--- src/rtl/cgra_pe_pkg.sv ---
// rtl/cgra_pe_pkg.sv - context word layout, op codes and sequencer states for the CGRA PE
package cgra_pe_pkg;

  localparam int CTX_W        = 35;
  localparam int OP_LSB       = 0;
  localparam int OP_W         = 4;
  localparam int SRC_W        = 4;
  localparam int SRCA_LSB     = 4;
  localparam int SRCB_LSB     = 8;
  localparam int IMM_EN_BIT   = 12;
  localparam int IMM_LSB      = 13;
  localparam int IMM_W        = 8;
  localparam int DST_LSB      = 21;
  localparam int DST_W        = 3;
  localparam int WB_EN_BIT    = 24;
  localparam int MASK_LSB     = 25;
  localparam int MASK_W       = 8;
  localparam int PRED_EN_BIT  = 33;
  localparam int PRED_INV_BIT = 34;

  typedef enum logic [OP_W-1:0] {
    OP_NOP   = 4'd0,
    OP_ADD   = 4'd1,
    OP_SUB   = 4'd2,
    OP_AND   = 4'd3,
    OP_OR    = 4'd4,
    OP_XOR   = 4'd5,
    OP_SHL   = 4'd6,
    OP_SHR   = 4'd7,
    OP_MUL   = 4'd8,
    OP_PASSA = 4'd9,
    OP_CMPLT = 4'd10,
    OP_CMPEQ = 4'd11,
    OP_HALT  = 4'd15
  } op_e;

  typedef enum logic [1:0] {
    ST_IDLE = 2'd0,
    ST_RUN  = 2'd1,
    ST_DONE = 2'd2
  } state_e;

  // NOP, HALT and the reserved codes 12-14 never touch registers or edges.
  function automatic logic op_writes(input logic [OP_W-1:0] op);
    return (op >= 4'd1) && (op <= 4'd11);
  endfunction

endpackage

--- src/rtl/cgra_pe_alu.sv ---
// rtl/cgra_pe_alu.sv - combinational functional unit of the CGRA PE
module cgra_pe_alu
  import cgra_pe_pkg::*;
#(
  parameter int DATA_W = 32
) (
  input  logic [OP_W-1:0]   op,
  input  logic [DATA_W-1:0] a,
  input  logic [DATA_W-1:0] b,
  output logic [DATA_W-1:0] result,
  output logic              pred_out,
  output logic              pred_we
);

  localparam int SH_W = (DATA_W > 1) ? $clog2(DATA_W) : 1;

  always_comb begin
    result   = '0;
    pred_out = 1'b0;
    pred_we  = 1'b0;
    case (op)
      OP_ADD:   result = a + b;
      OP_SUB:   result = a - b;
      OP_AND:   result = a & b;
      OP_OR:    result = a | b;
      OP_XOR:   result = a ^ b;
      OP_SHL:   result = a << b[SH_W-1:0];
      OP_SHR:   result = a >> b[SH_W-1:0];
      OP_MUL:   result = a * b;
      OP_PASSA: result = a;
      OP_CMPLT: begin
        pred_out = (a < b);
        pred_we  = 1'b1;
        result   = DATA_W'(pred_out);
      end
      OP_CMPEQ: begin
        pred_out = (a == b);
        pred_we  = 1'b1;
        result   = DATA_W'(pred_out);
      end
      default:  result = '0;
    endcase
  end

endmodule

--- src/rtl/cgra_pe_ctx.sv ---
// rtl/cgra_pe_ctx.sv - context-sequenced CGRA processing element with loop count and halt
module cgra_pe_ctx
  import cgra_pe_pkg::*;
#(
  parameter int NUM_EDGES = 4,
  parameter int DATA_W    = 32,
  parameter int CTX_DEPTH = 16,
  parameter int REG_DEPTH = 4
) (
  input  logic                          CLK,
  input  logic                          RST_N,
  input  logic                          start,
  input  logic [15:0]                   num_iter,
  input  logic [$clog2(CTX_DEPTH):0]    ctx_len,
  input  logic                          cfg_valid,
  output logic                          cfg_ready,
  input  logic [$clog2(CTX_DEPTH)-1:0]  cfg_addr,
  input  logic [CTX_W-1:0]              cfg_data,
  input  logic [NUM_EDGES*DATA_W-1:0]   edge_in,
  output logic [NUM_EDGES*DATA_W-1:0]   edge_out,
  output logic [NUM_EDGES-1:0]          edge_out_vld,
  output logic                          busy,
  output logic                          done,
  output logic [$clog2(CTX_DEPTH)-1:0]  pc
);

  localparam int AW = $clog2(CTX_DEPTH);
  localparam int LW = AW + 1;

  state_e              state_q, state_d;
  logic [CTX_W-1:0]    ctx_mem [CTX_DEPTH];
  logic [DATA_W-1:0]   regs    [REG_DEPTH];
  logic                pred_q;
  logic [15:0]         iter_q, num_iter_q;
  logic [LW-1:0]       len_q, len_d;

  logic [CTX_W-1:0]    ctx_word;
  logic [OP_W-1:0]     op;
  logic [SRC_W-1:0]    src_a, src_b;
  logic [DST_W-1:0]    dst;
  logic [IMM_W-1:0]    imm;
  logic                imm_en, wb_en, pred_en, pred_inv;
  logic [DATA_W-1:0]   a_val, b_src, b_val, result;
  logic                pred_out, pred_we;
  logic                enabled, do_write, halt_now, last_ctx, last_iter, cfg_we;
  logic                unused_ctx_bits;

  assign ctx_word = ctx_mem[pc];
  assign op       = ctx_word[OP_LSB +: OP_W];
  assign src_a    = ctx_word[SRCA_LSB +: SRC_W];
  assign src_b    = ctx_word[SRCB_LSB +: SRC_W];
  assign imm_en   = ctx_word[IMM_EN_BIT];
  assign imm      = ctx_word[IMM_LSB +: IMM_W];
  assign dst      = ctx_word[DST_LSB +: DST_W];
  assign wb_en    = ctx_word[WB_EN_BIT];
  assign pred_en  = ctx_word[PRED_EN_BIT];
  assign pred_inv = ctx_word[PRED_INV_BIT];
  // out_mask bits beyond NUM_EDGES are intentionally ignored.
  assign unused_ctx_bits = ^ctx_word;

  // Source 0..7 is an edge channel, 8..15 a local register; absent ones read 0.
  always_comb begin
    a_val = '0;
    b_src = '0;
    for (int k = 0; k < NUM_EDGES; k++) begin
      if (src_a == {1'b0, 3'(k)}) a_val = edge_in[k*DATA_W +: DATA_W];
      if (src_b == {1'b0, 3'(k)}) b_src = edge_in[k*DATA_W +: DATA_W];
    end
    for (int k = 0; k < REG_DEPTH; k++) begin
      if (src_a == {1'b1, 3'(k)}) a_val = regs[k];
      if (src_b == {1'b1, 3'(k)}) b_src = regs[k];
    end
  end

  assign b_val = imm_en ? DATA_W'(imm) : b_src;

  cgra_pe_alu #(.DATA_W(DATA_W)) u_alu (
    .op       (op),
    .a        (a_val),
    .b        (b_val),
    .result   (result),
    .pred_out (pred_out),
    .pred_we  (pred_we)
  );

  assign enabled   = (state_q == ST_RUN) && (!pred_en || (pred_q ^ pred_inv));
  assign do_write  = enabled && op_writes(op);
  assign halt_now  = enabled && (op == OP_HALT);
  assign last_ctx  = ({1'b0, pc} == (len_q - LW'(1)));
  assign last_iter = ((iter_q + 16'd1) == num_iter_q);
  assign cfg_we    = cfg_valid && cfg_ready && !start;

  always_comb begin
    if ((ctx_len == '0) || (ctx_len > LW'(CTX_DEPTH))) len_d = LW'(CTX_DEPTH);
    else                                               len_d = ctx_len;
  end

  always_ff @(posedge CLK or negedge RST_N) begin
    if (!RST_N) state_q <= ST_IDLE;
    else        state_q <= state_d;
  end

  always_comb begin
    state_d = state_q;
    case (state_q)
      ST_IDLE, ST_DONE: if (start) state_d = (num_iter == 16'd0) ? ST_DONE : ST_RUN;
      ST_RUN:           if (halt_now || (last_ctx && last_iter)) state_d = ST_DONE;
      default:          state_d = ST_IDLE;
    endcase
  end

  always_comb begin
    busy      = (state_q == ST_RUN);
    cfg_ready = (state_q != ST_RUN);
  end

  // Sequencer: pc, iteration count and the per-run latched bounds.
  always_ff @(posedge CLK or negedge RST_N) begin
    if (!RST_N) begin
      pc         <= '0;
      iter_q     <= '0;
      num_iter_q <= '0;
      len_q      <= '0;
      done       <= 1'b0;
    end else begin
      done <= (state_d == ST_DONE) && ((state_q != ST_DONE) || start);
      if (state_q != ST_RUN) begin
        if (start) begin
          pc         <= '0;
          iter_q     <= '0;
          num_iter_q <= num_iter;
          len_q      <= len_d;
        end
      end else if (!halt_now) begin
        if (last_ctx) begin
          pc     <= '0;
          iter_q <= iter_q + 16'd1;
        end else begin
          pc <= pc + AW'(1);
        end
      end
    end
  end

  always_ff @(posedge CLK or negedge RST_N) begin
    if (!RST_N) begin
      for (int i = 0; i < CTX_DEPTH; i++) ctx_mem[i] <= '0;
    end else if (cfg_we) begin
      ctx_mem[cfg_addr] <= cfg_data;
    end
  end

  always_ff @(posedge CLK or negedge RST_N) begin
    if (!RST_N) begin
      for (int i = 0; i < REG_DEPTH; i++) regs[i] <= '0;
      pred_q       <= 1'b0;
      edge_out     <= '0;
      edge_out_vld <= '0;
    end else begin
      edge_out_vld <= '0;
      if (do_write) begin
        for (int k = 0; k < REG_DEPTH; k++) begin
          if (wb_en && (dst == 3'(k))) regs[k] <= result;
        end
        for (int k = 0; k < NUM_EDGES; k++) begin
          if (ctx_word[MASK_LSB + k]) begin
            edge_out[k*DATA_W +: DATA_W] <= result;
            edge_out_vld[k]              <= 1'b1;
          end
        end
      end
      if (enabled && pred_we) pred_q <= pred_out;
    end
  end

endmodule

--- config.mk ---
export PLATFORM = sky130hd
export DESIGN_NAME = cgra_pe_ctx
export DESIGN_NICKNAME = d
export VERILOG_FILES = /design/src/rtl/cgra_pe_pkg.sv /design/src/rtl/cgra_pe_alu.sv /design/src/rtl/cgra_pe_ctx.sv
export SDC_FILE = /design/constraint.sdc
export NUM_CORES = 2
export LEC_CHECK = 0
export CAP_MARGIN = 25
export CORE_MARGIN = 4
export CORE_UTILIZATION = 60
export CTS_CLUSTER_SIZE = 8
export DETAILED_ROUTE_END_ITERATION = 8
export DONT_BUFFER_PORTS = 1
export MAX_ROUTING_LAYER = met4
export PLACE_DENSITY = 0.76
export SYNTH_ARGS = -nofsm -noshare
export SYNTH_HDL_FRONTEND = slang
export SYNTH_SLANG_ARGS = --single-unit
--- constraint.sdc ---
create_clock -name CLK -period 12.83 [get_ports CLK]
set_input_delay 2.566 -clock CLK [delete_from_list [all_inputs] [get_ports CLK]]
set_output_delay 2.566 -clock CLK [all_outputs]
set_load 0.05 [all_outputs]
==> run summary <==
Final wirelength - 233000 µm
Hold buffer count at cts - 0
Seq cells post-synth - 801
Worst EP arrival - 13.07 ns
DP Worst Slack - 0.725 ns
Critical path startpoint category - flop
Setup TNS - 0 ns
Normalized max-slew margin - 20.4%
First-pass GRT wire length - 345000 µm
Final routed DRC violation total - 0
Floorplan die area - 110000 µm²
Total number of yosys warnings - 0
Setup violation total in the final timing report - 0
Detail-routed net length per standard cell - 31.3 µm
Syn Nets - 6956
Flip-flop cell with the highest count after synthesis - dfrtp_1
Stage delay of the slowest cell on the critical path - 0.97 ns
Portion of the clock cycle consumed by the worst path in the final layout - 97.1%
Die outline width - 332 µm
Mean instance size in the synthesized netlist - 10.3 µm²
Number of H-tree branching levels - 3
Count of pins over their slew limit - 0
GPL Wtd Cong - 1.07
Number of buffers created by CTS - 110
Largest net degree at the start of global routing - 802
Tmin final - 12.46 ns
Smallest hold slack - 0.483 ns
Max Root-Sink Buffers - 3
Total I/O pin count - 331
EDFF count, synth - 0
First-pass iteration count of the detailed router - 8
Overall die height - 332 µm
Most common cell after layout, fill and taps aside - dfrtp_1
Detailed-route via count - 50900
Sum of net half-perimeters after detailed placement - 165000 µm
Buffers & Inverters on Critical Path - 4
Most frequent cells in the layout - 797 x dfrtp_1, 724 x mux2_2, 577 x nand2_1, 532 x nor2_1, 514 x inv_1
Fraction of layout cells with a size suffix above 1 - 22.5%
RSZ-0062 raised after global routing - false
# Max-Cap Violations - 0
Clock tree from TritonCTS - done
Total global-route track usage - 43.1%
Starting utilization of the core area - 60.7%
Grt total ovfl - 0
Distinct cells, synth - 108
Status - finished clean
Min-Delay Path Class - flop to flop
Transition time at the pin with the least slew margin - 1.19 ns
Synthesis-to-layout area growth - 7.96%
# rows - 118
Routed via count divided by cell count - 6.84
Share of synthesized registers carrying an async set or reset - 100%
Cell at the root of the clock tree - clkbuf_16
Setup skew after layout - 0.0529 ns
Number of nets in the layout - 6868
CP Capture Type - flop
Gate family responsible for the most delay along the worst path - adder cells
Final Hold Fails - 0
Cell area after synthesis - 63100 µm²
I/O Buffers - 0
Gate Count Post-Synth - 6130
Clk slew on worst S/H paths - 0.05 ns
Number of global-route vias before repair - 52400
Antenna viol nets, final - 0
Fmax - 0.0802 GHz
Data required time at the worst endpoint - 13.43 ns
Master of the slowest instance on the critical path - a311oi_1
Clock latency reported for the late side of the worst-skew pair - 0.71 ns
Initial antenna violation count - 9
Starting DRC count in detailed routing - 6291
Share of the yosys chip area belonging to registers - 31.8%
Total number of clock tree sinks - 801
Min setup slack post-route - 0.367 ns
Placeable core region - 104000 µm²
Cell repeated most along the worst path - fa_1
Worst setup path category - flop to flop
Maximum fanout encountered on the critical timing path - 37
Fill count - 8018
## synthesized netlist by cell type (64+ instances only)
| cell type | count | share of area [%] |
|---|---|---|
| a211oi_1 | 68 | 0.81 |
| a21oi_1 | 266 | 2.1 |
| buf_1 | 64 | 0.38 |
| buf_2 | 79 | 0.63 |
| clkbuf_1 | 260 | 1.5 |
| dfrtp_1 | 801 | 32 |
| fa_1 | 410 | 13 |
| ha_1 | 224 | 4.4 |
| inv_1 | 516 | 3.1 |
| mux2_2 | 724 | 13 |
| mux2i_1 | 184 | 2.9 |
| mux4_2 | 143 | 5.1 |
| nand2_1 | 581 | 3.5 |
| nand3_1 | 88 | 0.70 |
| nor2_1 | 543 | 3.2 |
| o21ai_0 | 219 | 1.7 |
| xnor2_1 | 87 | 1.2 |
## final timing paths
| check | endpoint | depth (start not counted) | slack, ns | startpoint |
|---|---|---|---|---|
| worst max register to register | regs[63] | 33 | 0.37 | pc[1] |
| worst min register to register | state_q[1] | 1 | 0.48 | state_q[1] |
| worst max-delay path | regs[63] | 33 | 0.37 | pc[1] |
| worst min-delay path | state_q[1] | 1 | 0.48 | state_q[1] |
| min in group asynchronous | ctx_mem[103] | 0 | 1.55 | RST_N |
| max in group asynchronous | edge_out[111] | 3 | 8.35 | RST_N |
## repair_timing
action,4_1_cts,5_1_grt
resized for setup,0,1
setup endpoints to repair,0,1
buffers inserted,0,0
## per-stage QoR
step / instance area [µm²] / instances / util, %
2_1_floorplan: 63100 / 6130 / -
3_3_place_gp: 65000 / 7304 / 62.5
3_5_place_dp: 65000 / 7305 / 62.5
4_1_cts: 67900 / 7428 / 65.3
5_1_grt: 68100 / 7439 / 65.5
6_report: 68100 / 7443 / 65.5
## sequential cells by signal, indices dropped and copies added, names as in the netlist
name          cells
ctx_mem         496
edge_out        128
regs            128
iter_q           16
num_iter_q       16
len_q             5
edge_out_vld      4
pc                4
state_q           2
done              1
pred_q            1
## cells by family after synthesis
| family | after synthesis | share of synthesized area, % |
|---|---|---|
| AOI/OAI and AO/OA | 1032 | 11.1 |
| xor gates and xnor gates | 119 | 1.85 |
| and+or+nand+nor | 1497 | 10.3 |
| adders and majority gates | 634 | 17.5 |
| muxes | 1056 | 21.1 |
| DFF | 801 | 31.8 |
| buffers and inverters | 991 | 6.47 |
## metal layers
| layer | part of all wire, % | wire (µm) | vias to the layer above | global-route usage (%) |
|---|---|---|---|---|
| met5 | 0 | 0 | - | - |
| met4 | 8.7 | 20300 | 0 | 28.8 |
| met3 | 12 | 29100 | 969 | 13.9 |
| met2 | 43 | 101000 | 3407 | 62.2 |
| li1 | - | - | 21000 | - |
| met1 | 35 | 82700 | 25600 | 51.8 |
## worst register-to-register path, delay by kind of cell (launching register included)
kind / cells / cell delay (ns)
flops: 1 / 0.76
simple gates: 7 / 2.38
mux: 3 / 1.23
xor+xnor: 1 / 0.22
compound gates: 9 / 3.17
fa+ha+maj: 9 / 3.73
buf+inv: 4 / 0.87
## cell type report
| cell class | instances | area [µm²] | share of cell area, % |
|---|---|---|---|
| sequential | 801 | 20100 | 29.5 |
| clock buffer | 115 | 2770 | 4.07 |
| timing repair buffer | 252 | 2080 | 3.05 |
| inverter | 539 | 2030 | 2.98 |
| antenna | 10 | 25.0 | 0.0368 |
| multi-input combinational | 4338 | 39200 | 57.6 |
| tap | 1380 | 1730 | 2.54 |
| clock inverter | 8 | 175 | 0.257 |
Power is not shown: default switching activity piles up to over one toggle a cycle in this logic, so the estimate is an artifact.
